### config.mk
export PLATFORM = sky130hd
export DESIGN_NAME = swervolf_axi_rd_arb
export DESIGN_NICKNAME = d
export VERILOG_FILES = /design/src/rtl/swervolf_rdarb_pkg.sv /design/src/rtl/swervolf_rdarb_rr2.sv /design/src/rtl/swervolf_axi_rd_arb.sv
export SDC_FILE = /design/constraint.sdc
export NUM_CORES = 1
export LEC_CHECK = 0
export BUFFER_PORTS_ARGS = -buffer_cell sky130_fd_sc_hd__buf_2
export CAP_MARGIN = 10
export CORE_AREA = 2 2 146 148
export CTS_CLUSTER_SIZE = 8
export DETAILED_ROUTE_END_ITERATION = 7
export DIE_AREA = 0 0 148 150
export RECOVER_POWER = 100
export SYNTH_ARGS = -nofsm -noshare
export SYNTH_HDL_FRONTEND = slang
export SYNTH_SLANG_ARGS = --single-unit
### constraint.sdc
create_clock -name clk -period 1.7 [get_ports clk]
set_input_delay 0.085 -clock clk [delete_from_list [all_inputs] [get_ports clk]]
set_output_delay 0.085 -clock clk [all_outputs]
set_load 0.02 [all_outputs]
### src/rtl/swervolf_rdarb_pkg.sv
// Shared types and constants for the SweRVolf two-master AXI4 read arbiter.
// The owner encoding doubles as the MSB of the slave-side read ID.
package swervolf_rdarb_pkg;

   typedef enum logic [1:0] {
      IDLE = 2'd0,
      ADDR = 2'd1,
      DATA = 2'd2
   } rdarb_state_e;

   localparam logic OWNER_LSU = 1'b0;
   localparam logic OWNER_IFU = 1'b1;

endpackage

### src/rtl/swervolf_rdarb_rr2.sv
// Two-way combinational arbiter. Returns a one-hot grant for req[1:0].
// In round-robin mode the requester not granted last wins a tie; in fixed
// mode the LSU (req[0]) always wins a tie. The last_grant register lives in
// the instantiating module.
module swervolf_rdarb_rr2
   import swervolf_rdarb_pkg::*;
(
   input  logic       fixed_prio,
   input  logic [1:0] req,
   input  logic       last_grant,
   output logic [1:0] grant
);

   // Pick a winner among the current requesters.
   always_comb begin
      // NOTE: assign a default before any branch so no path leaves grant
      // unassigned; a missing default in combinational logic infers a latch.
      grant = 2'b00;
      case (req)
         2'b01: grant = 2'b01;
         2'b10: grant = 2'b10;
         2'b11: begin
            if (fixed_prio || (last_grant == OWNER_IFU))
               grant = 2'b01;
            else
               grant = 2'b10;
         end
         default: grant = 2'b00;
      endcase
   end

endmodule

### src/rtl/swervolf_axi_rd_arb.sv
// Two-master AXI4 read-channel arbiter: LSU (m0) and IFU (m1) share one
// read-only slave. One burst in flight at a time; the slave ID carries the
// owner in its MSB and R beats are routed combinationally to the owner.
// Build option: define SWERVOLF_RDARB_FIXED_PRIO_EN for fixed LSU priority
// on contention; otherwise contention is resolved round-robin.
module swervolf_axi_rd_arb
   import swervolf_rdarb_pkg::*;
#(
   parameter int ID_WIDTH   = 4,
   parameter int ADDR_WIDTH = 32,
   parameter int DATA_WIDTH = 64
) (
   input  logic                  clk,
   input  logic                  rst,

   // LSU (master 0)
   input  logic [ID_WIDTH-1:0]   m0_arid,
   input  logic [ADDR_WIDTH-1:0] m0_araddr,
   input  logic [7:0]            m0_arlen,
   input  logic [2:0]            m0_arsize,
   input  logic [1:0]            m0_arburst,
   input  logic                  m0_arvalid,
   output logic                  m0_arready,
   output logic [ID_WIDTH-1:0]   m0_rid,
   output logic [DATA_WIDTH-1:0] m0_rdata,
   output logic [1:0]            m0_rresp,
   output logic                  m0_rlast,
   output logic                  m0_rvalid,
   input  logic                  m0_rready,

   // IFU (master 1)
   input  logic [ID_WIDTH-1:0]   m1_arid,
   input  logic [ADDR_WIDTH-1:0] m1_araddr,
   input  logic [7:0]            m1_arlen,
   input  logic [2:0]            m1_arsize,
   input  logic [1:0]            m1_arburst,
   input  logic                  m1_arvalid,
   output logic                  m1_arready,
   output logic [ID_WIDTH-1:0]   m1_rid,
   output logic [DATA_WIDTH-1:0] m1_rdata,
   output logic [1:0]            m1_rresp,
   output logic                  m1_rlast,
   output logic                  m1_rvalid,
   input  logic                  m1_rready,

   // Shared slave
   output logic [ID_WIDTH:0]     s_arid,
   output logic [ADDR_WIDTH-1:0] s_araddr,
   output logic [7:0]            s_arlen,
   output logic [2:0]            s_arsize,
   output logic [1:0]            s_arburst,
   output logic                  s_arvalid,
   input  logic                  s_arready,
   input  logic [ID_WIDTH:0]     s_rid,
   input  logic [DATA_WIDTH-1:0] s_rdata,
   input  logic [1:0]            s_rresp,
   input  logic                  s_rlast,
   input  logic                  s_rvalid,
   output logic                  s_rready,

   output logic                  o_len_err
);

`ifdef SWERVOLF_RDARB_FIXED_PRIO_EN
   localparam logic FIXED_PRIO = 1'b1;
`else
   localparam logic FIXED_PRIO = 1'b0;
`endif

   rdarb_state_e state;
   logic         last_grant;
   logic [7:0]   beat_cnt;
   logic [1:0]   req;
   logic [1:0]   grant;
   logic         owner;
   logic         in_data;
   logic         r_hs;

   // The owner bit echoed back on s_rid is redundant: routing follows the
   // registered owner of the single outstanding burst.
   logic         rid_owner_unused;
   assign rid_owner_unused = s_rid[ID_WIDTH];

   // The captured s_arid MSB and s_arlen are the owner and expected length.
   assign owner   = s_arid[ID_WIDTH];
   assign in_data = (state == DATA);

   assign req = {m1_arvalid, m0_arvalid};

   swervolf_rdarb_rr2 u_arb (
      .fixed_prio (FIXED_PRIO),
      .req        (req),
      .last_grant (last_grant),
      .grant      (grant)
   );

   // AR acceptance only while idle; the winner sees arready in the same cycle.
   assign m0_arready = (state == IDLE) & grant[0];
   assign m1_arready = (state == IDLE) & grant[1];

   // R path: zero-latency pass-through, valid/ready steered by the owner.
   assign m0_rvalid = in_data & s_rvalid & (owner == OWNER_LSU);
   assign m1_rvalid = in_data & s_rvalid & (owner == OWNER_IFU);
   assign s_rready  = in_data & ((owner == OWNER_IFU) ? m1_rready : m0_rready);
   assign r_hs      = s_rvalid & s_rready;

   assign m0_rid   = s_rid[ID_WIDTH-1:0];
   assign m0_rdata = s_rdata;
   assign m0_rresp = s_rresp;
   assign m0_rlast = s_rlast;
   assign m1_rid   = s_rid[ID_WIDTH-1:0];
   assign m1_rdata = s_rdata;
   assign m1_rresp = s_rresp;
   assign m1_rlast = s_rlast;

   // Burst FSM: grant capture, slave AR handshake, R beat counting and
   // length checking.
   always_ff @(posedge clk or posedge rst) begin
      if (rst) begin
         state      <= IDLE;
         last_grant <= OWNER_IFU;
         beat_cnt   <= 8'd0;
         o_len_err  <= 1'b0;
         s_arvalid  <= 1'b0;
         s_arid     <= '0;
         s_araddr   <= '0;
         s_arlen    <= 8'd0;
         s_arsize   <= 3'd0;
         s_arburst  <= 2'd0;
      end else begin
         // NOTE: every register here uses non-blocking assignment so all
         // updates see the pre-edge values, independent of statement order.
         case (state)
            IDLE: begin
               if (grant[1]) begin
                  s_arid     <= {OWNER_IFU, m1_arid};
                  s_araddr   <= m1_araddr;
                  s_arlen    <= m1_arlen;
                  s_arsize   <= m1_arsize;
                  s_arburst  <= m1_arburst;
                  s_arvalid  <= 1'b1;
                  last_grant <= OWNER_IFU;
                  state      <= ADDR;
               end else if (grant[0]) begin
                  s_arid     <= {OWNER_LSU, m0_arid};
                  s_araddr   <= m0_araddr;
                  s_arlen    <= m0_arlen;
                  s_arsize   <= m0_arsize;
                  s_arburst  <= m0_arburst;
                  s_arvalid  <= 1'b1;
                  last_grant <= OWNER_LSU;
                  state      <= ADDR;
               end
            end
            ADDR: begin
               if (s_arready) begin
                  s_arvalid <= 1'b0;
                  beat_cnt  <= 8'd0;
                  state     <= DATA;
               end
            end
            DATA: begin
               if (r_hs) begin
                  beat_cnt <= beat_cnt + 8'd1;
                  // Error when rlast and "last expected beat" disagree:
                  // early rlast, or a non-last beat at the final count.
                  if (s_rlast != (beat_cnt == s_arlen))
                     o_len_err <= 1'b1;
                  if (s_rlast)
                     state <= IDLE;
               end
            end
            default: state <= IDLE;
         endcase
      end
   end

endmodule

==> results.tsv <==
metric	value	unit
kind of cell adding the most delay to the critical path	flip-flops	
CTS H-tree depth	3	
commonest non-fill, non-tap cells in the layout	buf_2, dfrtp_1, nor2_1, clkbuf_1, mux2i_1	
Crit path buffers/inverters	2	
Starting Density	19.7	%
Ports	377	
clock group share of total power	26.8	%
CP Launch Type	flip-flop	
Non-Filler Instances	750	
initial DRC count	92	
Area Overhead vs Synth	11.7	%
row cnt	53	
CTS tree	done	
Avg Cell Area, Syn	9.31	µm²
Psw	3.27	mW
Final Hold Viols	0	
commonest non-fill, non-tap cell in the layout	buf_2	
Worst-Margin Slew	0.883	ns
Synth Flop Type	dfrtp_1	
sequential cell area fraction in the yosys report	38.7	%
flops & latches, synth	63	
dpl hpwl	7330	µm
sequential power share	32.6	%
period utilization	92.9	%
Comb pwr share	40.6	%
Net Sw Frac	40.6	%
fillers	2296	
Yosys cell types	32	
CP arrival	1.49	ns
top cells by area, synth	dfrtp_1, buf_4, mux2i_1	
worst vdd ir	0.551	mV
DR WL/cell	12.8	µm
largest net degree at the start of global routing	64	
grt total ovfl	0	
Final Cell Area	4550	µm²
Synth Instances	438	
vias per cell	3.75	
area leader, netlist	dfrtp_1	
FMAX	633	MHz
global-route wire length before repair	14600	µm
max cap viols	0	
Total Power	8.06	mW
# setup viols final	0	
RSZ-0062 raised after global routing	no	
post-synth top area share	38.1	%
Hold WC Path Type	input pin to flip-flop	
CTS max path bufs	2	
syn_nets	617	
Skew-Pair Late Insertion Delay	0.33	ns
layout cells sized above 1	30.2	%
DP Area	4300	µm²
Setup Total Neg Slack	0	ns
Die Width	148	µm
Setup CP Type	flip-flop to output port	
drt drc	0	
Post-Route WL	9590	µm
Port Buf Inserts	165	
nets	648	
Synthesis Warnings	0	
Post-synth ARST share	100	%
Chip Height	150	µm
buffers inserted during post-CTS setup optimization	0	
power density over cell area	1770	nW/µm²
crit path cell chain	a21boi_4, buf_12, and2_1, clkbuf_2	
1st-pass router iterations	4	
ANT nets after route	0	
Crit Path Max Fanout	13	
number of global-route vias before repair	2781	
Core Footprint	20700	µm²
routability cong.	0.729	
Post-synth EDFFs	0	
CP peak stage delay	0.57	ns
critical path endpoint category	output port	
CTS Buf Count	9	
via count	2811	
slew margin rel.	41.1	%
Tmin final	1.58	ns
hold_ws	0.0464	ns
dpl cells	732	
# clock sinks	63	
synthesized cell area	4080	µm²
Leak	2.01	nW
Internal	4.78	mW
clock input transition at the sequential cells of the worst setup and hold paths	0.06	ns
max-slew violations	0	
root buf cell	clkbuf_16	
Tot GR Track Use	8.74	%
Slowest-stage cell, CP	dfstp_1	
initial antenna violation count	1	
outcome	complete, no violations	
die footprint	22200	µm²
Required @ worst endpoint	1.62	ns
clock skew	0.00457	ns
## power groups by stage
stage	sequential [mW]	clock [mW]	combinational [mW]
6_report	2.63	2.16	3.27
3_3_place_gp	2.62	0	3.52
2_1_floorplan	3.34	0	1.95
5_1_grt	2.74	2.28	3.63
4_1_cts	2.63	2.23	3.57
3_5_place_dp	2.63	0	3.57
## cell usage after synthesis, types with 5 or more instances
library cell / count
a21oi_1: 49
buf_2: 5
buf_4: 142
clkbuf_1: 13
dfrtp_1: 62
mux2i_1: 50
nand3_1: 6
nor2_1: 59
xnor2_1: 13
## layout make-up
type                            instances  area, µm²  area share (%)
Antenna cell                            1       2.50          0.0549
Sequential cell                        63       1580            34.6
Multi-Input combinational cell        212       1370            30.1
Clock buffer                           10        239            5.25
Timing Repair Buffer                  180        900            19.8
Tap cell                              275        344            7.55
Inverter                                3       15.0           0.330
Clock inverter                          6        108            2.36
## registers in the layout, indices dropped and copies added, names as in the netlist
register	flops
beat_cnt	8
last_grant	1
o_len_err	1
s_araddr	32
s_arburst	2
s_arid	5
s_arlen	8
s_arsize	3
s_arvalid	1
state	2
## stage by stage
stage | util (%) | worst slack [ns]
5_1_grt | 22.0 | 0.0497
3_3_place_gp | 20.8 | 0.174
2_1_floorplan | - | -0.0275
3_5_place_dp | 20.8 | 0.175
4_1_cts | 22.5 | 0.119
6_report | 22.0 | 0.121
## per-layer routing
layer	track usage [%]	vias to the layer above	routed length, µm	share of wire, %
li1	-	1376	-	-
met1	9.51	1246	3860	40
met2	13.6	137	4440	46
met3	3.54	52	802	8.4
met4	6.76	0	483	5.0
met5	0	-	0	0
## worst reg2reg max path: cells and delay by family, from the launching register on
family	cells	cell delay (ns)
and+or+nand+nor	4	1.02
DFF	1	0.43
## cells by family after synthesis
| family | count (synthesis) | share of synthesized area, % |
|---|---|---|
| buffers and inverters | 163 | 28.2 |
| AOI/OAI and AO/OA | 59 | 7.67 |
| DFF | 63 | 38.7 |
| and+or+nand+nor | 89 | 10.0 |
| muxes | 50 | 12.3 |
| adders and majority gates | 1 | 0.307 |
| xor gates and xnor gates | 13 | 2.79 |
## final timing paths
check	start	end	slack [ns]	cells past startpoint
min in group asynchronous	rst	s_arid[1]$_DFFE_PP0P_	0.63	4
worst max register to register	state[0]$_DFFE_PP0P_	o_len_err$_DFFE_PP0P_	0.20	4
worst max-delay path	last_grant$_DFFE_PP1P_	m1_arready	0.12	4
worst min-delay path	m0_arlen[6]	s_arlen[6]$_DFFE_PP0P_	0.05	3
worst min register to register	s_arvalid$_DFFE_PP0P_	s_arvalid$_DFFE_PP0P_	0.48	1
max in group asynchronous	rst	s_araddr[21]$_DFFE_PP0P_	0.51	4
## what timing repair did
action,4_1_cts,5_1_grt
endpoints found under the setup margin,0,1
endpoints found under the hold margin,62,0
gates resized for setup,0,1
hold buffers,1,0
(Power assumes the default switching activity.)
